===== config.mk =====
export PLATFORM = sky130hd
export DESIGN_NAME = sevenseg_scan_ctrl_flat
export DESIGN_NICKNAME = d
export VERILOG_FILES = /design/src/rtl/sevenseg_scan_ctrl_if.sv /design/src/rtl/sevenseg_scan_ctrl.sv /design/src/flat_wrapper.sv
export SDC_FILE = /design/constraint.sdc
export NUM_CORES = 1
export LEC_CHECK = 0
export ABC_AREA = 1
export ABC_CLOCK_PERIOD_IN_PS = 2800
export CAP_MARGIN = 20
export CORE_MARGIN = 5
export CORE_UTILIZATION = 45
export CTS_CLUSTER_SIZE = 25
export DETAILED_ROUTE_END_ITERATION = 16
export SYNTH_ARGS = -nofsm -noshare
export SYNTH_HDL_FRONTEND = slang
export SYNTH_SLANG_ARGS = --single-unit

===== constraint.sdc =====
create_clock -name clk -period 2.8 [get_ports clk]
set_input_delay 0.42 -clock clk [delete_from_list [all_inputs] [get_ports clk]]
set_output_delay 0.42 -clock clk [all_outputs]
set_load 0.03 [all_outputs]

===== src/rtl/sevenseg_scan_ctrl_if.sv =====
// Load channel of the seven-segment scan controller.
// Carries the glyph word and its valid/ready handshake.
//   value      : 4*NUM_DIGITS glyph codes, digit 0 in the top nibble
//   valueValid : requester has a word to load
//   valueReady : controller has no load pending
interface sevenseg_scan_ctrl_if #(
   parameter int unsigned NUM_DIGITS = 4
) ();

   logic [4*NUM_DIGITS-1:0] value;
   logic                    valueValid;
   logic                    valueReady;

   modport master (
      output value,
      output valueValid,
      input  valueReady
   );

   modport slave (
      input  value,
      input  valueValid,
      output valueReady
   );

endinterface


===== src/rtl/sevenseg_scan_ctrl.sv =====
// Time-multiplexed seven-segment scan controller with a tear-free
// double-buffered load, blank/steady/blink/message modes and a blink engine.
// Ports:
//   clk           : sole clock, rising edge
//   rstN          : synchronous active-low reset
//   mode          : 00 blank, 01 steady, 10 blink, 11 message
//   passFail      : message mode selects YES (1) or NO (0)
//   load_if       : value / valueValid / valueReady load channel (slave)
//   anodeActivate : active-low anode enables, bit NUM_DIGITS-1 is digit 0
//   LED_out       : active-low segments {g,f,e,d,c,b,a}
//   blinkDone     : one-cycle pulse when a finite blink sequence ends
module sevenseg_scan_ctrl #(
   parameter int unsigned NUM_DIGITS   = 4,
   parameter int unsigned REFRESH_DIV  = 100000,
   parameter int unsigned BLINK_FRAMES = 64,
   parameter int unsigned BLINK_COUNT  = 3
) (
   input  logic                  clk,
   input  logic                  rstN,
   input  logic [1:0]            mode,
   input  logic                  passFail,
   sevenseg_scan_ctrl_if.slave   load_if,
   output logic [NUM_DIGITS-1:0] anodeActivate,
   output logic [6:0]            LED_out,
   output logic                  blinkDone
);

   localparam int unsigned VAL_W = 4 * NUM_DIGITS;
   localparam int unsigned PRE_W = (REFRESH_DIV > 1) ? $clog2(REFRESH_DIV) : 1;
   localparam int unsigned IDX_W = $clog2(NUM_DIGITS);
   localparam int unsigned FRM_W = $clog2(BLINK_FRAMES) + 1;
   localparam int unsigned OFF_W = $clog2(BLINK_COUNT + 1) + 1;

   localparam logic [6:0] SEG_BLANK = 7'h7F;

   typedef enum logic [1:0] {
      MODE_BLANK  = 2'b00,
      MODE_STEADY = 2'b01,
      MODE_BLINK  = 2'b10,
      MODE_MSG    = 2'b11
   } mode_t;

   typedef enum logic [1:0] {
      BLK_VISIBLE = 2'b00,
      BLK_OFF     = 2'b01,
      BLK_HALTED  = 2'b10
   } blink_state_t;

   // Active-low segment decode; F is handled as blank by the caller.
   function automatic logic [6:0] seg_decode(input logic [3:0] code);
      logic [6:0] seg;
      case (code)
         4'h0:    seg = 7'b1000000;
         4'h1:    seg = 7'b1111001;
         4'h2:    seg = 7'b0100100;
         4'h3:    seg = 7'b0110000;
         4'h4:    seg = 7'b0011001;
         4'h5:    seg = 7'b0010010;
         4'h6:    seg = 7'b0000010;
         4'h7:    seg = 7'b1111000;
         4'h8:    seg = 7'b0000000;
         4'h9:    seg = 7'b0010000;
         4'hA:    seg = 7'b0010001;
         4'hB:    seg = 7'b0000110;
         4'hC:    seg = 7'b0010010;
         4'hD:    seg = 7'b1001000;
         4'hE:    seg = 7'b1000000;
         default: seg = SEG_BLANK;
      endcase
      return seg;
   endfunction

   logic [PRE_W-1:0]      prescaler_q, prescaler_d;
   logic [IDX_W-1:0]      index_q, index_d;
   logic [VAL_W-1:0]      shadow_q, shadow_d;
   logic [VAL_W-1:0]      display_q, display_d;
   logic                  pending_q, pending_d;
   logic                  value_ready_q, value_ready_d;
   logic [1:0]            mode_q;
   blink_state_t          blink_state_q, blink_state_d;
   logic [FRM_W-1:0]      frame_cnt_q, frame_cnt_d;
   logic [OFF_W-1:0]      off_cnt_q, off_cnt_d;
   logic                  blink_done_q, blink_done_d;
   logic [NUM_DIGITS-1:0] anode_q, anode_d;
   logic [6:0]            led_q, led_d;

   logic tick_c;
   logic frame_end_c;
   logic accept_c;
   logic mode_changed_c;

   // Refresh prescaler, digit index and frame boundary.
   always_comb begin
      tick_c      = (prescaler_q == PRE_W'(REFRESH_DIV - 1));
      frame_end_c = tick_c && (index_q == IDX_W'(NUM_DIGITS - 1));
      prescaler_d = tick_c ? '0 : prescaler_q + PRE_W'(1);
      index_d     = index_q;
      if (tick_c) begin
         index_d = (index_q == IDX_W'(NUM_DIGITS - 1)) ? '0 : index_q + IDX_W'(1);
      end
   end

   // Double-buffered load: display only changes at a frame boundary.
   always_comb begin
      accept_c      = load_if.valueValid && value_ready_q;
      shadow_d      = shadow_q;
      display_d     = display_q;
      pending_d     = pending_q;
      if (accept_c) begin
         shadow_d = load_if.value;
      end
      if (accept_c && frame_end_c) begin
         // Boundary coincides with acceptance: skip the shadow stage.
         display_d = load_if.value;
         pending_d = 1'b0;
      end else if (frame_end_c && pending_q) begin
         display_d = shadow_q;
         pending_d = 1'b0;
      end else if (accept_c) begin
         pending_d = 1'b1;
      end
      value_ready_d = ~pending_d;
   end

   // Blink engine next-state; any mode change re-arms it.
   always_comb begin
      mode_changed_c = (mode != mode_q);
      blink_state_d  = blink_state_q;
      frame_cnt_d    = frame_cnt_q;
      off_cnt_d      = off_cnt_q;
      blink_done_d   = 1'b0;
      if (mode_changed_c) begin
         blink_state_d = BLK_VISIBLE;
         frame_cnt_d   = '0;
         off_cnt_d     = '0;
      end else if ((mode_t'(mode) == MODE_BLINK) && frame_end_c) begin
         case (blink_state_q)
            BLK_VISIBLE, BLK_OFF: begin
               if (frame_cnt_q == FRM_W'(BLINK_FRAMES - 1)) begin
                  frame_cnt_d = '0;
                  if (blink_state_q == BLK_VISIBLE) begin
                     blink_state_d = BLK_OFF;
                  end else begin
                     off_cnt_d = off_cnt_q + OFF_W'(1);
                     if ((BLINK_COUNT != 0) && (off_cnt_d == OFF_W'(BLINK_COUNT))) begin
                        blink_state_d = BLK_HALTED;
                        blink_done_d  = 1'b1;
                     end else begin
                        blink_state_d = BLK_VISIBLE;
                     end
                  end
               end else begin
                  frame_cnt_d = frame_cnt_q + FRM_W'(1);
               end
            end
            default: ;
         endcase
      end
   end

   // Output decode from the current index; registered below.
   always_comb begin
      logic [3:0]            disp_code;
      logic [3:0]            msg_code;
      logic [3:0]            code;
      logic [NUM_DIGITS-1:0] onehot;
      logic                  show;

      disp_code = 4'hF;
      onehot    = '0;
      for (int i = 0; i < NUM_DIGITS; i++) begin
         if (index_q == IDX_W'(i)) begin
            disp_code                = display_q[VAL_W-1-4*i -: 4];
            onehot[NUM_DIGITS-1-i]   = 1'b1;
         end
      end

      // YES uses codes A,B,C on digits 0..2; NO uses D,E on digits 0..1.
      msg_code = 4'hF;
      if (index_q == IDX_W'(0)) begin
         msg_code = passFail ? 4'hA : 4'hD;
      end else if (index_q == IDX_W'(1)) begin
         msg_code = passFail ? 4'hB : 4'hE;
      end else if ((index_q == IDX_W'(2)) && passFail) begin
         msg_code = 4'hC;
      end

      show = 1'b1;
      code = disp_code;
      case (mode_t'(mode))
         MODE_BLANK:  show = 1'b0;
         MODE_STEADY: code = disp_code;
         MODE_BLINK:  show = (blink_state_q != BLK_OFF);
         MODE_MSG:    code = msg_code;
         default:     show = 1'b0;
      endcase

      if (!show || (code == 4'hF)) begin
         anode_d = '1;
         led_d   = SEG_BLANK;
      end else begin
         anode_d = ~onehot;
         led_d   = seg_decode(code);
      end
   end

   // State and output registers.
   always_ff @(posedge clk) begin
      if (!rstN) begin
         prescaler_q   <= '0;
         index_q       <= '0;
         shadow_q      <= '0;
         display_q     <= '0;
         pending_q     <= 1'b0;
         value_ready_q <= 1'b1;
         mode_q        <= 2'b00;
         blink_state_q <= BLK_VISIBLE;
         frame_cnt_q   <= '0;
         off_cnt_q     <= '0;
         blink_done_q  <= 1'b0;
         anode_q       <= '1;
         led_q         <= SEG_BLANK;
      end else begin
         prescaler_q   <= prescaler_d;
         index_q       <= index_d;
         shadow_q      <= shadow_d;
         display_q     <= display_d;
         pending_q     <= pending_d;
         value_ready_q <= value_ready_d;
         mode_q        <= mode;
         blink_state_q <= blink_state_d;
         frame_cnt_q   <= frame_cnt_d;
         off_cnt_q     <= off_cnt_d;
         blink_done_q  <= blink_done_d;
         anode_q       <= anode_d;
         led_q         <= led_d;
      end
   end

   assign load_if.valueReady = value_ready_q;
   assign anodeActivate      = anode_q;
   assign LED_out            = led_q;
   assign blinkDone          = blink_done_q;

endmodule


===== src/flat_wrapper.sv =====
// flat-port wrapper written by rule: the top's interface ports become plain ports
module sevenseg_scan_ctrl_flat 
#(
   parameter int unsigned NUM_DIGITS   = 4,
   parameter int unsigned REFRESH_DIV  = 100000,
   parameter int unsigned BLINK_FRAMES = 64,
   parameter int unsigned BLINK_COUNT  = 3
)
  (clk, rstN, mode, passFail, anodeActivate, LED_out, blinkDone, load_if_value, load_if_valueValid, load_if_valueReady);
  sevenseg_scan_ctrl_if #(.NUM_DIGITS(NUM_DIGITS)) load_if_i ();
  input  logic clk;
  input  logic rstN;
  input  logic [1:0] mode;
  input  logic passFail;
  output logic [NUM_DIGITS-1:0] anodeActivate;
  output logic [6:0] LED_out;
  output logic blinkDone;
  input wire logic [$bits(load_if_i.value)-1:0] load_if_value;
  input wire logic [$bits(load_if_i.valueValid)-1:0] load_if_valueValid;
  output wire logic [$bits(load_if_i.valueReady)-1:0] load_if_valueReady;
  assign load_if_i.value = load_if_value;
  assign load_if_i.valueValid = load_if_valueValid;
  assign load_if_valueReady = load_if_i.valueReady;
  sevenseg_scan_ctrl #(.NUM_DIGITS(NUM_DIGITS), .REFRESH_DIV(REFRESH_DIV), .BLINK_FRAMES(BLINK_FRAMES), .BLINK_COUNT(BLINK_COUNT)) u_core (.clk(clk), .rstN(rstN), .mode(mode), .passFail(passFail), .load_if(load_if_i), .anodeActivate(anodeActivate), .LED_out(LED_out), .blinkDone(blinkDone));
endmodule

==> results of run 1 <==
[worst max path at each step]
stage	startpoint	end	slack, ps	cells past startpoint
finish	u_core.index_q[1]	u_core.LED_out[6]	450	14
global route	u_core.index_q[1]	u_core.LED_out[1]	180	16
CTS	u_core.index_q[1]	u_core.LED_out[6]	470	14
detailed placement	mode[0]	u_core.LED_out[6]	430	11
global placement	mode[0]	u_core.LED_out[2]	530	11
floorplan	u_core.index_q[0]	u_core.LED_out[2]	810	14
[through the flow]
step                instance area (um^2)  utilization [%]  setup WS, ps  power, uW  cells
floorplan                           3960                -           806       1350    551
global placement                    4380             50.7           528       1430    682
detailed placement                  4380             50.7           432       1440    682
CTS                                 4550             52.7           465       2240    696
global route                        4550             52.7           176       2320    696
finish                              4550             52.7           451       2220    696
[power groups by stage]
stage / clock (uW) / combinational (uW) / sequential [uW]
3_5_place_dp: 0 / 236 / 1200
5_1_grt: 883 / 262 / 1180
3_3_place_gp: 0 / 232 / 1200
4_1_cts: 832 / 237 / 1180
6_report: 810 / 234 / 1180
2_1_floorplan: 0 / 122 / 1230
[sequential cells by signal, summed over array words and instances (netlist names)]
signal	cells
u_core.shadow_q	16
u_core.LED_out	7
u_core.load_if.valueReady	1
u_core.pending_q	1
u_core.mode_q	2
u_core.frame_cnt_q	7
u_core.display_q	16
u_core.blinkDone	1
u_core.off_cnt_q	3
u_core.prescaler_q	17
u_core.blink_state_q	2
u_core.index_q	2
u_core.anodeActivate	4
[cell usage after synthesis (all sizes together)]
master and number:
clkbuf 5, xor2 4, nand2 121, o31ai 1, or2 1, a31oi 1, o211ai 3, inv 62
nand3 27, o21bai 5, nor3 17, a22o 1, dfxtp 79, nor3b 1, a211oi 1, o21ai 47
buf 11, nand3b 3, nor2 90, clkinv 3, a21boi 1, xnor2 2, a21oi 38, ha 12
nand4 15
[kinds of logic after synthesis]
kind of cell | count (synthesis) | share of synthesized area, %
and+or+nand+nor | 275 | 31.2
AOI/OAI and AO/OA | 98 | 15.1
buffers and inverters | 81 | 8.60
DFF | 79 | 39.9
adders and majority gates | 12 | 3.79
xor gates and xnor gates | 6 | 1.33
[area by class of cell]
cell class / count / area [um^2]
clock inverter: 4 / 48.8
fill: 871 / 4080
tap: 108 / 135
sequential: 79 / 1580
clock buffer: 10 / 128
timing repair buffer: 39 / 378
multi-input combinational: 391 / 2040
inverter: 65 / 245
[critical path, cell delays in order, from the launching register on]
cell and delay (ps):
dfxtp_1 340, inv_1 120, ha_1 340, nor2_1 120, nor2_1 180, o21ai_0 110
nand2_1 70, nand2_1 70, nand2_2 110, inv_1 90, ha_1 230, nand4_1 130
nand2_1 90, inv_2 130, nand3_1 100
[metal layers]
layer	share of wire [%]	wire, um
met3	4.5	379
met5	0	0
met1	51	4300
met2	43	3570
met4	1.5	125
==> results by group, run 1 <==
STA
  • Worst-margin pin slew: 520 ps
  • Fin crit period: 2350 ps
  • RSZ-0062 raised after global routing: false
  • Setup Total Neg Slack: 0 ps
  • Slew Limit Fails: 0
  • Slew HR: 65.3%
  • Max Fclk: 426 MHz
  • Period utilisation layout: 83.9%
  • Setup Viol. Count Final: 0
  • Layout Skew: 9.74 ps
  • Hold Violations, Final: 0
  • Final hold slack: 452 ps

Job
  • Max Cap Viol: 0

Logic synthesis
  • Mapped Nets: 585
  • Register area share after synthesis: 39.9%
  • Post-synth top area cell: dfxtp_1
  • Avg Cell Area, Syn: 7.18 um^2
  • Synth area leaders: dfxtp_1, nand2_1, nor2_1, inv_1, o21ai_0
  • Unique masters post-synth: 41
  • Yosys warns: 0
  • Syn Inst Count: 551
  • Synthesized area: 3960 um^2
  • Area fraction of the dominant cell type after synthesis: 39.9%
  • Synthesized flop and latch total: 79

Floorplan
  • Core box area: 8640 um^2
  • Die Span X: 104 um
  • Die Ht: 104 um
  • Initial Util: 45.8%
  • Die Footprint: 10800 um^2
  • Cell Rows: 34
  • IO Pins: 35

Layout
  • ANT cells: 0
  • Most common cell after layout, fill and taps aside: nand2_1
  • Fraction of layout cells with a size suffix above 1: 9.69%
  • Commonest cells after routing, fill and taps aside: nand2_1, nor2_1, dfxtp_1
  • Layout area overhead: 15.0%
  • Nets@finish: 619

Power
  • Psw: 562 uW
  • Leakage dissipation: 0.00183 uW
  • Comb pwr share: 10.5%
  • Total power divided by cell area: 488 nW/um^2
  • Sequential share of power: 53.0%
  • Maximum VDD drop: 0.000252 V
  • Switching Fraction: 25.3%
  • Internal power: 1660 uW
  • Clock share of power: 36.5%

Clock tree
  • Clock tree from TritonCTS: built
  • TritonCTS Sinks: 79
  • Post-CTS setup buffers: 0
  • CTS buffer count: 9
  • Htree depth: 3
  • Post-CTS Hold Fix Bufs: 0
  • Clock Tree Buf Depth: 2
  • Clock-pin slew on the worst setup and hold paths: 70 ps
  • Skew-Pair Late Insertion Delay: 350 ps
  • Root buffer cell: clkbuf_8
  • CTS resizes: 0

Global route
  • All-Layer GR Usage: 16.2%
  • GRT overflow: 0
  • First-pass GRT wire length: 14800 um
  • Global Route met1 Usage: 22.6%
  • Number of antenna violations at the first check in global routing: 0
  • Largest net degree at the start of global routing: 33
  • Met2 Usage GRT: 24.1%
  • Vias in the first global route: 3251
  • Met3 Use GR: 4.23%
  • GR peak layer: met2

Detailed routing
  • Via Count: 3432
  • Routed wire length: 8380 um
  • Post-route antenna net violation count: 0
  • Pre-antenna DRT Iters: 4
  • Iter 0 DRT Violations: 92
  • # DRC: 0
  • DR WL/cell: 12.0 um
  • Vias/cell: 4.93

Worst hold path
  • Hold Path Depth: 2
  • Hold EP: u_core.frame_cnt_q[6]
  • Min-delay worst type: reg -> reg
  • HP Start: u_core.frame_cnt_q[6]

Critical path
  • CP Launch Type: flop
  • Max FO, Critical Path: 8
  • Setup CP Type: reg -> reg
  • RR Startpoint: u_core.index_q[1]
  • R2R Path End: u_core.LED_out[6]
  • Worst Path Required: 3030 ps
  • Reg2reg setup slack: 450 ps
  • Worst Setup End Kind: flop
  • Crit path DAT: 2580 ps
  • FF-to-FF path depth: 14

Place
  • Routability cong.: 0.889
  • HPWL Detailed: 6240 um
  • Port Buf Inserts: 34

Outcome
  • Status: completed
Power figures use the tool's default switching activity.
==> inputs of run 2 (changes only) <==
--- a/config.mk
+++ b/config.mk
@@ -6,12 +6,13 @@
 export NUM_CORES = 1
 export LEC_CHECK = 0
 export ABC_AREA = 1
-export ABC_CLOCK_PERIOD_IN_PS = 2800
+export ABC_CLOCK_PERIOD_IN_PS = 1950
 export CAP_MARGIN = 20
 export CORE_MARGIN = 5
 export CORE_UTILIZATION = 45
 export CTS_CLUSTER_SIZE = 25
 export DETAILED_ROUTE_END_ITERATION = 16
+export PLACE_DENSITY = 0.67
 export SYNTH_ARGS = -nofsm -noshare
 export SYNTH_HDL_FRONTEND = slang
 export SYNTH_SLANG_ARGS = --single-unit
==> constraint.sdc (replaced) <==
create_clock -name clk -period 1.95 [get_ports clk]
set_input_delay 0.2925 -clock clk [delete_from_list [all_inputs] [get_ports clk]]
set_output_delay 0.2925 -clock clk [all_outputs]
set_load 0.03 [all_outputs]
==> run 2 against run 1 <==
Effect of this change:
- cell area is 8.9% higher
- clock skew is 2.7 ps higher
- register-to-register slack worse by 440 ps
- largest power group unchanged
- global-route usage is 0.54 points lower
- first-iteration DRC count is 35% higher
- sequential share of layout area is 2.7 points lower
- worst hold slack better by 4.3 ps
- cell count is 3.7% higher
- largest cell class unchanged
- combinational power is 61% higher
- critical path depth is 2 higher
- total power is 40% higher
==> results by group, run 2 (synthesized netlist as in run 1, its figures left out) <==
Floorplan
  • Die Span X: 104 um (unchanged)
  • Cell Rows: 34 (unchanged)
  • Die Ht: 104 um (unchanged)
  • Die Footprint: 10800 um^2 (unchanged)
  • Core box area: 8640 um^2 (unchanged)
  • IO Pins: 35 (unchanged)
  • Initial Util: 45.8% (unchanged)

Clock tree
  • Skew-Pair Late Insertion Delay: 340 ps (was 350 ps)
  • Clock Tree Buf Depth: 2 (unchanged)
  • Root buffer cell: clkbuf_8 (unchanged)
  • Htree depth: 3 (unchanged)
  • CTS buffer count: 9 (unchanged)
  • Clock-pin slew on the worst setup and hold paths: 80 ps (was 70 ps)
  • TritonCTS Sinks: 79 (unchanged)
  • Post-CTS Hold Fix Bufs: 0 (unchanged)
  • Clock tree from TritonCTS: built (unchanged)

Layout
  • Final Instance Count excl. Fillers: 722 (was 696)
  • Commonest cells after routing, fill and taps aside: nand2_1, dfxtp_1, nor2_1 (was nand2_1, nor2_1, dfxtp_1)
  • Top Registers: u_core.prescaler_q (17), u_core.display_q (16), u_core.shadow_q (16) (unchanged)
  • # fillers: 806 (was 871)
  • Layout area overhead: 25.3% (was 15.0%)
  • Most common cell after layout, fill and taps aside: nand2_1 (unchanged)
  • Max FFs per register: 17 (unchanged)
  • Largest Register: u_core.prescaler_q (unchanged)
  • Nets@finish: 645 (was 619)
  • ANT cells: 0 (unchanged)
  • Fraction of layout cells with a size suffix above 1: 19.4% (was 9.69%)

Critical path
  • Reg2reg setup slack: 10 ps (was 450 ps)
  • Setup CP Type: reg -> reg (unchanged)
  • Worst Setup End Kind: flop (unchanged)
  • R2R Path End: u_core.LED_out[6] (unchanged)
  • Crit path DAT: 2160 ps (was 2580 ps)
  • FF-to-FF path depth: 16 (was 14)
  • Max FO, Critical Path: 5 (was 8)
  • Worst Path Required: 2170 ps (was 3030 ps)
  • CP Launch Type: flop (unchanged)
  • RR Startpoint: u_core.index_q[1] (unchanged)

Job
  • Max Cap Viol: 0 (unchanged)

Detailed routing
  • Iter 0 DRT Violations: 124 (was 92)
  • Pre-antenna DRT Iters: 5 (was 4)
  • Vias/cell: 5.02 (was 4.93)
  • Via Count: 3622 (was 3432)
  • DR WL/cell: 12.3 um (was 12.0 um)
  • Routed wire length: 8910 um (was 8380 um)
  • # DRC: 0 (unchanged)
  • Post-route antenna net violation count: 0 (unchanged)

STA
  • Worst-margin pin slew: 459 ps (was 520 ps)
  • Hold Violations, Final: 0 (unchanged)
  • Post-route setup slack: 12.6 ps (was 451 ps)
  • Slew Limit Fails: 0 (unchanged)
  • RSZ-0062 raised after global routing: true (was false)
  • Setup Total Neg Slack: 0 ps (unchanged)
  • Max Fclk: 516 MHz (was 426 MHz)
  • Layout Skew: 12.4 ps (was 9.74 ps)
  • Setup Viol. Count Final: 0 (unchanged)
  • Slew HR: 69.0% (was 65.3%)
  • Fin crit period: 1940 ps (was 2350 ps)
  • Period utilisation layout: 99.4% (was 83.9%)
  • Final hold slack: 457 ps (was 452 ps)

Worst hold path
  • Hold Path Depth: 2 (unchanged)
  • Min-delay worst type: reg -> reg (unchanged)
  • Hold EP: u_core.frame_cnt_q[6] (unchanged)
  • HP Start: u_core.frame_cnt_q[6] (unchanged)

Global route
  • GRT overflow: 0 (unchanged)
  • Largest net degree at the start of global routing: 33 (unchanged)
  • Vias in the first global route: 3311 (was 3251)
  • First-pass GRT wire length: 14500 um (was 14800 um)
  • Number of antenna violations at the first check in global routing: 0 (unchanged)
  • All-Layer GR Usage: 15.6% (was 16.2%)

Power
  • Total power divided by cell area: 627 nW/um^2 (was 488 nW/um^2)
  • Maximum VDD drop: 0.000412 V (was 0.000252 V)
  • Leakage dissipation: 0.00197 uW (was 0.00183 uW)

Outcome
  • Status: completed (unchanged)

Place
  • DP Cell Count: 704 (was 682)
  • Routability cong.: 0.810 (was 0.889)
  • Setup Slack @ Placement: -82.5 ps (was 432 ps)
  • HPWL Detailed: 6280 um (was 6240 um)
  • Port Buf Inserts: 34 (unchanged)
-- run 2: cell types whose count changed in the layout (fill, tap and decap cells not counted), moves of 4 or more --
cell     change
buf_4       +21
ha_1         -7
ha_4         +7
inv_1        -5
nand2_1      -8
nand2_2      +7
nand3_1      -4
nor2_1       -6
nor2_2       +4
-- run 2: where the power goes --
part           leakage, uW  internal, uW  switching [uW]  total (uW)
clock network    0.0000877           479             564        1040
logic              0.00124           162             215         377
registers         0.000646          1670            22.8        1690
total              0.00197          2310             801        3110
-- run 2: through the flow --
stage | utilization [%] | power [uW] | instance area (um^2)
CTS | 55.1 | 3130 | 4760
global route | 57.4 | 3270 | 4960
global placement | 52.8 | 2070 | 4560
detailed placement | 52.8 | 2080 | 4560
floorplan | - | 1940 | 3960
finish | 57.4 | 3110 | 4960
-- run 2: how the worst max path moves through the flow --
stage | start | endpoint | slack, ps | cells past startpoint
6_report | u_core.index_q[1] | u_core.LED_out[6] | 10 | 16
2_1_floorplan | u_core.index_q[0] | u_core.LED_out[2] | 30 | 14
5_1_grt | u_core.index_q[1] | u_core.LED_out[2] | -100 | 15
3_3_place_gp | u_core.index_q[0] | u_core.LED_out[2] | -70 | 13
3_5_place_dp | u_core.index_q[0] | u_core.LED_out[2] | -80 | 13
4_1_cts | u_core.index_q[1] | u_core.LED_out[0] | 5 | 15
-- run 2: cell type report --
type	instances	area, um^2	area share (%)
timing repair buffer	64	603	12.2
tap	108	135	2.73
clock buffer	10	138	2.78
clock inverter	4	23.8	0.479
inverter	65	256	5.17
sequential	79	1590	32.0
multi-input combinational	391	2210	44.6
timing repair inverter	1	5.00	0.101
-- run 2: per-layer routing --
layer  GRT usage [%]  routed length [um]  vias up
met5               0                   0        -
met4            5.64                  79        0
met3            3.36                 426        6
met2            24.0                4140       74
met1            21.5                4260     1644
li1                -                   -     1898
-- run 2: timing repair --
action | 4_1_cts | 5_1_grt
pin swaps | 0 | 23
endpoints found under the hold margin | 0 | 0
setup buffers | 0 | 2
gates resized for setup | 14 | 38
setup endpoints to repair | 10 | 24
gates cloned | 0 | 2
-- run 2: worst max-delay path, cell delays in order (launching register included) --
cell	delay [ps]
dfxtp_2	340
inv_4	80
ha_4	180
buf_6	120
nand2_2	50
nand2_2	70
nand2_1	50
nand3_1	60
o21ai_1	60
nand2_1	80
nand2_2	100
ha_4	170
buf_4	130
nand2_2	80
o21ai_0	90
nand2_1	100
nand3_2	70
==> inputs of run 3 (changes only) <==
--- a/config.mk
+++ b/config.mk
@@ -6,13 +6,12 @@
 export NUM_CORES = 1
 export LEC_CHECK = 0
 export ABC_AREA = 1
-export ABC_CLOCK_PERIOD_IN_PS = 1950
+export ABC_CLOCK_PERIOD_IN_PS = 1800
 export CAP_MARGIN = 20
 export CORE_MARGIN = 5
 export CORE_UTILIZATION = 45
 export CTS_CLUSTER_SIZE = 25
 export DETAILED_ROUTE_END_ITERATION = 16
-export PLACE_DENSITY = 0.67
 export SYNTH_ARGS = -nofsm -noshare
 export SYNTH_HDL_FRONTEND = slang
 export SYNTH_SLANG_ARGS = --single-unit
==> constraint.sdc (replaced) <==
create_clock -name clk -period 1.8 [get_ports clk]
set_input_delay 0.27 -clock clk [delete_from_list [all_inputs] [get_ports clk]]
set_output_delay 0.27 -clock clk [all_outputs]
set_load 0.03 [all_outputs]
==> run 3 against run 2 <==
Effect of this change:
- the flow now finishes with violations (negative setup slack)
- worst setup slack worse by 190 ps
- register-to-register slack worse by 190 ps
- flip-flop and latch count unchanged
- routed wire length up 2.0%
- via count up 2.7%
- largest cell class unchanged
- combinational power up 7.7%
- cell area up 4.4%
- non-clock buffer count up 23
- sequential share of layout area down 1.3 points
- largest power group unchanged
- die area unchanged
- sequential power up 8%
- clock power up 19%
==> results by group, run 3 (synthesized netlist as in run 1, its figures left out) <==
Clock tree
  • Clock tree from TritonCTS: built (unchanged)
  • Clock-pin slew on the worst setup and hold paths: 90 ps (was 80 ps)
  • Htree depth: 3 (unchanged)
  • CTS buffer count: 9 (unchanged)
  • Root buffer cell: clkbuf_8 (unchanged)
  • Skew-Pair Late Insertion Delay: 360 ps (was 340 ps)
  • Post-CTS Hold Fix Bufs: 0 (unchanged)
  • TritonCTS Sinks: 79 (unchanged)
  • Clock Tree Buf Depth: 2 (unchanged)

STA
  • RSZ-0062 raised after global routing: true (unchanged)
  • Setup Viol. Count Final: 10 (was 0)
  • Slew HR: 66.9% (was 69.0%)
  • Layout Skew: 9.27 ps (was 12.4 ps)
  • Slew Limit Fails: 0 (unchanged)
  • Post-route setup slack: -181 ps (was 12.6 ps)
  • Worst-margin pin slew: 492 ps (was 459 ps)
  • Fin crit period: 1980 ps (was 1940 ps)
  • Hold Violations, Final: 0 (unchanged)
  • Max Fclk: 505 MHz (was 516 MHz)
  • Period utilisation layout: 110% (was 99.4%)

Worst hold path
  • Min-delay worst type: reg -> reg (unchanged)

Place
  • HPWL Detailed: 6580 um (was 6280 um)
  • Port Buf Inserts: 34 (unchanged)
  • Routability cong.: 0.866 (was 0.810)
  • DP Cell Count: 718 (was 704)

Critical path
  • CP Launch Type: flop (unchanged)
  • CP max stage delay: 370 ps (was 340 ps)
  • Critical path buffer and inverter count: 4 (was 3)
  • Worst Setup End Kind: flop (unchanged)
  • Worst Path Required: 2080 ps (was 2170 ps)
  • Max FO, Critical Path: 7 (was 5)
  • Critical path's top delay family: simple AND/OR/NAND/NOR gates (unchanged)
  • Setup CP Type: reg -> reg (unchanged)
  • Crit path DAT: 2260 ps (was 2160 ps)
  • CP cell instances: buf_12 -> ha_4 -> buf_6 -> nor2_4 -> nor2_4 -> o21ai_1 -> nand2_1 -> nand2_1 -> nand2_2 -> inv_4 -> ha_4 -> nand4_1 -> nand2_2 -> inv_4 -> o211ai_1 (was inv_4 -> ha_4 -> buf_6 -> nand2_2 -> nand2_2 -> nand2_1 -> nand3_1 -> o21ai_1 -> nand2_1 -> nand2_2 -> ha_4 -> buf_4 -> nand2_2 -> o21ai_0 -> nand2_1 -> nand3_2)
  • Critical Path Slowest Stage Cell: dfxtp_4 (was dfxtp_2)

Layout
  • Fin util: 59.9% (was 57.4%)
  • Commonest cells after routing, fill and taps aside: nand2_1, dfxtp_1, nor2_1 (unchanged)
  • Nets@finish: 667 (was 645)
  • Layout area overhead: 30.8% (was 25.3%)
  • Largest Register: u_core.prescaler_q (unchanged)
  • Top Registers: u_core.prescaler_q (17), u_core.display_q (16), u_core.shadow_q (16) (unchanged)
  • Final Instance Count excl. Fillers: 746 (was 722)
  • Fraction of layout cells with a size suffix above 1: 22.4% (was 19.4%)
  • Most common cell after layout, fill and taps aside: nand2_1 (unchanged)
  • Max FFs per register: 17 (unchanged)
  • ANT cells: 0 (unchanged)

Floorplan
  • Core box area: 8640 um^2 (unchanged)
  • IO Pins: 35 (unchanged)
  • Die Footprint: 10800 um^2 (unchanged)
  • Die Ht: 104 um (unchanged)
  • Die Span X: 104 um (unchanged)
  • Cell Rows: 34 (unchanged)
  • Initial Util: 45.8% (unchanged)

Power
  • Total power divided by cell area: 671 nW/um^2 (was 627 nW/um^2)
  • Maximum VDD drop: 0.000405 V (was 0.000412 V)
  • Leakage dissipation: 0.00210 uW (was 0.00197 uW)
  • Power Total: 3470 uW (was 3110 uW)

Global route
  • First-pass GRT wire length: 15500 um (was 14500 um)
  • GRT overflow: 0 (unchanged)
  • All-Layer GR Usage: 16.9% (was 15.6%)
  • Vias in the first global route: 3448 (was 3311)
  • Largest net degree at the start of global routing: 28 (was 33)
  • Number of antenna violations at the first check in global routing: 0 (unchanged)

Detailed routing
  • Vias/cell: 4.98 (was 5.02)
  • DR WL/cell: 12.2 um (was 12.3 um)
  • Via Count: 3718 (was 3622)
  • Routed wire length: 9090 um (was 8910 um)
  • # DRC: 0 (unchanged)
  • Post-route antenna net violation count: 0 (unchanged)
  • Pre-antenna DRT Iters: 5 (unchanged)
  • Iter 0 DRT Violations: 119 (was 124)

Job
  • Max Cap Viol: 0 (unchanged)

Outcome
  • Failing checks: negative setup slack
  • Status: finished with violations (was completed)
==> run 3: changes by cell type in the layout (fill, tap and decap cells not counted), moves of 2 or more <==
| cell | previous run | this run |
|---|---|---|
| nor2_2 | 9 | 7 |
| buf_4 | 26 | 44 |
| clkinv_4 | 1 | 3 |
| ha_2 | 0 | 4 |
| buf_12 | 1 | 4 |
| ha_4 | 7 | 4 |
| nand2_2 | 10 | 12 |
| nor2_4 | 6 | 8 |
| clkinv_2 | 4 | 2 |
==> run 3: routing by layer <==
layer / routed length, um / vias up / track usage [%]
met1: 4600 / 1688 / 23.7
met3: 335 / 15 / 3.42
met4: 144 / 0 / 6.11
li1: - / 1950 / -
met2: 4010 / 65 / 25.5
met5: 0 / - / 0
==> run 3: repair_timing <==
action	4_1_cts	5_1_grt
buffers inserted	3	6
pin swaps	17	16
cloned	0	3
gates resized for setup	15	20
setup endpoints to repair	17	37
hold endpoints to repair	0	0
==> run 3: worst reg2reg max path, cell delays in order, from the launching register on <==
cell and delay [ps]:
dfxtp_4 370, buf_12 130, ha_4 190, buf_6 130
nor2_4 110, nor2_4 50, o21ai_1 70, nand2_1 60
nand2_1 70, nand2_2 80, inv_4 90, ha_4 140
nand4_1 160, nand2_2 140, inv_4 60, o211ai_1 70
==> run 3: path summary, 6_finish.rpt <==
kind,cells past startpoint,start,slack (ps),end
max,15,u_core.index_q[0],-180,u_core.LED_out[2]
min,2,u_core.frame_cnt_q[6],460,u_core.frame_cnt_q[6]
max reg2reg,15,u_core.index_q[0],-180,u_core.LED_out[2]
min reg2reg,2,u_core.frame_cnt_q[6],460,u_core.frame_cnt_q[6]
==> run 3: metrics by stage <==
step	area (um^2)	setup slack, ps	TNS (ps)	hold slack, ps
6_report	5180	-181	-1560	461
5_1_grt	5180	-302	-2850	497
4_1_cts	4990	-113	-857	465
3_5_place_dp	4730	-194	-1730	451
3_3_place_gp	4730	-170	-1440	445
2_1_floorplan	4010	4.72	0	377
==> run 3: power breakdown <==
group | switching [uW] | internal (uW)
logic | 229 | 177
registers | 25.6 | 1800
clock network | 717 | 518
==> run 3: final cells by class <==
type / instances / area [um^2]
fillers: 812 / 3460
multi-input cells: 391 / 2180
flip-flops and latches: 79 / 1590
repair buffers: 87 / 835
inverters: 65 / 258
well taps: 108 / 135
clock buffers: 9 / 124
clock inverters: 7 / 56.3
==> variant, RTL diff (config.mk and constraints of run 1) <==
Encoding of `blink_state_t`: now one-hot (3 bits for 3 states).
--- a/src/rtl/sevenseg_scan_ctrl.sv
+++ b/src/rtl/sevenseg_scan_ctrl.sv
@@ -41,8 +41,8 @@
    } mode_t;
 
-   typedef enum logic [1:0] {
-      BLK_VISIBLE = 2'b00,
-      BLK_OFF     = 2'b01,
-      BLK_HALTED  = 2'b10
+   typedef enum logic [2:0] {
+      BLK_VISIBLE = 3'b001,
+      BLK_OFF     = 3'b010,
+      BLK_HALTED  = 3'b100
    } blink_state_t;
 
Check against the original RTL: no difference found for any inputs over 10 cycles, from zero or initial values and one cycle with rstN low; not proved beyond that.
==> variant against run 1 <==
Synthesized area grew 2.9%. Routed wire length grew 2.5%. Setup slack lost 32 ps. Count of clock-buffer cells in the layout grew 2. Total power grew 7.1%. Final area grew 3.8%. Non-clock buffer count grew 2. Clock power grew 18%. Critical path depth is the same. Sequential cell count grew 1. Maximum frequency shrank 1.3%. Largest cell class unchanged.
==> variant: results (changes against run 1) <==
Fill cells=861 (was 871); clock skew after layout=16.53 ps (was 9.740 ps); clock buffer count in the final layout=12 (was 10); initial drt markers=93 (was 92); first-pass GRT wire length=14910 µm (was 14800 µm); routed length on met1=4613 µm (was 4301 µm); fraction of met3 tracks used by global routing=4.069% (was 4.229%); Final GP Congestion=0.8324 (was 0.8888); synthesized netlist net count=607 (was 585); Synth top cells by count=129 x nand2_1, 80 x dfxtp_1, 79 x nor2_1, 56 x inv_1, 36 x o21ai_0 (was 117 x nand2_1, 81 x nor2_1, 79 x dfxtp_1, 60 x inv_1, 32 x o21ai_0); Combinational Power Share=9.8% (was 10.5%); tightest slew margin relative to the limit=61.72% (was 65.28%); endpoint of the worst hold path=u_core.prescaler_q[0] (was u_core.frame_cnt_q[6]); Post-Place Worst Slack=364.3 ps (was 432.3 ps); multi-input logic area=2130 µm² (was 2037 µm²); met2 global-route usage=23.52% (was 24.13%); met1 Use GR=23.63% (was 22.62%); data arrival at the endpoint of the critical path=2600 ps (was 2580 ps); overall fraction of global-route tracks in use=16.10% (was 16.15%); Seq Cell Count=80 (was 79); net switching power=0.5788 mW (was 0.5622 mW); Total Routed Length=8588 µm (was 8376 µm); worst setup path end=u_core.LED_out[2] (was u_core.LED_out[6]); Synth Area in XOR/XNOR=1.720% (was 1.327%); crit-path max FO=7 (was 8); HPWL reported at the end of detailed placement=6321 µm (was 6238 µm); Non-clock buffers=41 (was 39); clock buffer and inverter area fraction after layout=4.687% (was 3.875%); per-cell via count in the routed design=4.893 (was 4.931); synthesized-area fraction occupied by adder cells=3.686% (was 3.793%); hold path cells=1 (was 2); area taken by flip-flops and latches=1602 µm² (was 1582 µm²); most area-consuming cells after synthesis=dfxtp_1 39%, nand2_1 12%, nor2_1 7.3%, inv_1 5.2%, o21ai_0 4.4% (was dfxtp_1 40%, nand2_1 11%, nor2_1 7.7%, inv_1 5.7%, o21ai_0 4.0%); number of library cell types mapped by synthesis=37 (was 41); slack of the worst reg-to-reg path=420 ps (was 450 ps); share of the synthesized area in compound gates (AO/OA/AOI/OAI)=13.02% (was 15.11%); min Tclk post-route=2380 ps (was 2349 ps); proportion of layout cells with a drive suffix above 1=10.11% (was 9.694%); multi-input gate count=411 (was 391); status=complete, no violations (unchanged); highest ir drop seen on vdd=302.9 µV (was 252.0 µV); signal buffers share of area=8.316% (was 8.299%); share of synthesized area occupied by flip-flops and latches=39.31% (was 39.95%); net count reported at finish=642 (was 619)
[variant: cell count changes in the layout (fill, tap and decap cells not counted), moves of 3 or more]
cell / delta
inv_2: +4
clkinv_2: -3
o21bai_1: -5
inv_1: -4
o21ai_1: +4
o21ai_2: -4
nand4_1: +6
nand3_1: +6
nor2_2: -3
o21ai_0: +4
or2_2: +3
a21oi_1: -3
nand2_1: +12
[variant: per-stage QoR]
stage	power, mW	cells	area [µm²]	hold slack, ps
detailed placement	1.450	705	4503	443.9
global placement	1.446	705	4503	431.7
finish	2.379	721	4725	452.5
global route	2.500	721	4725	487.9
floorplan	1.359	573	4074	417.9
CTS	2.411	721	4725	457.0
[variant: worst register-to-register path, cell delays in order (launching register included)]
cell and delay [ps]:
dfxtp_1 330, inv_1 130, ha_1 340, nor2_1 110, nor2_1 170, o21ai_0 110
nand2_1 70, nand2_1 50, nand2_1 170, inv_1 90, ha_1 200, inv_1 90
nor2_2 70, a21oi_4 200, o211ai_1 110
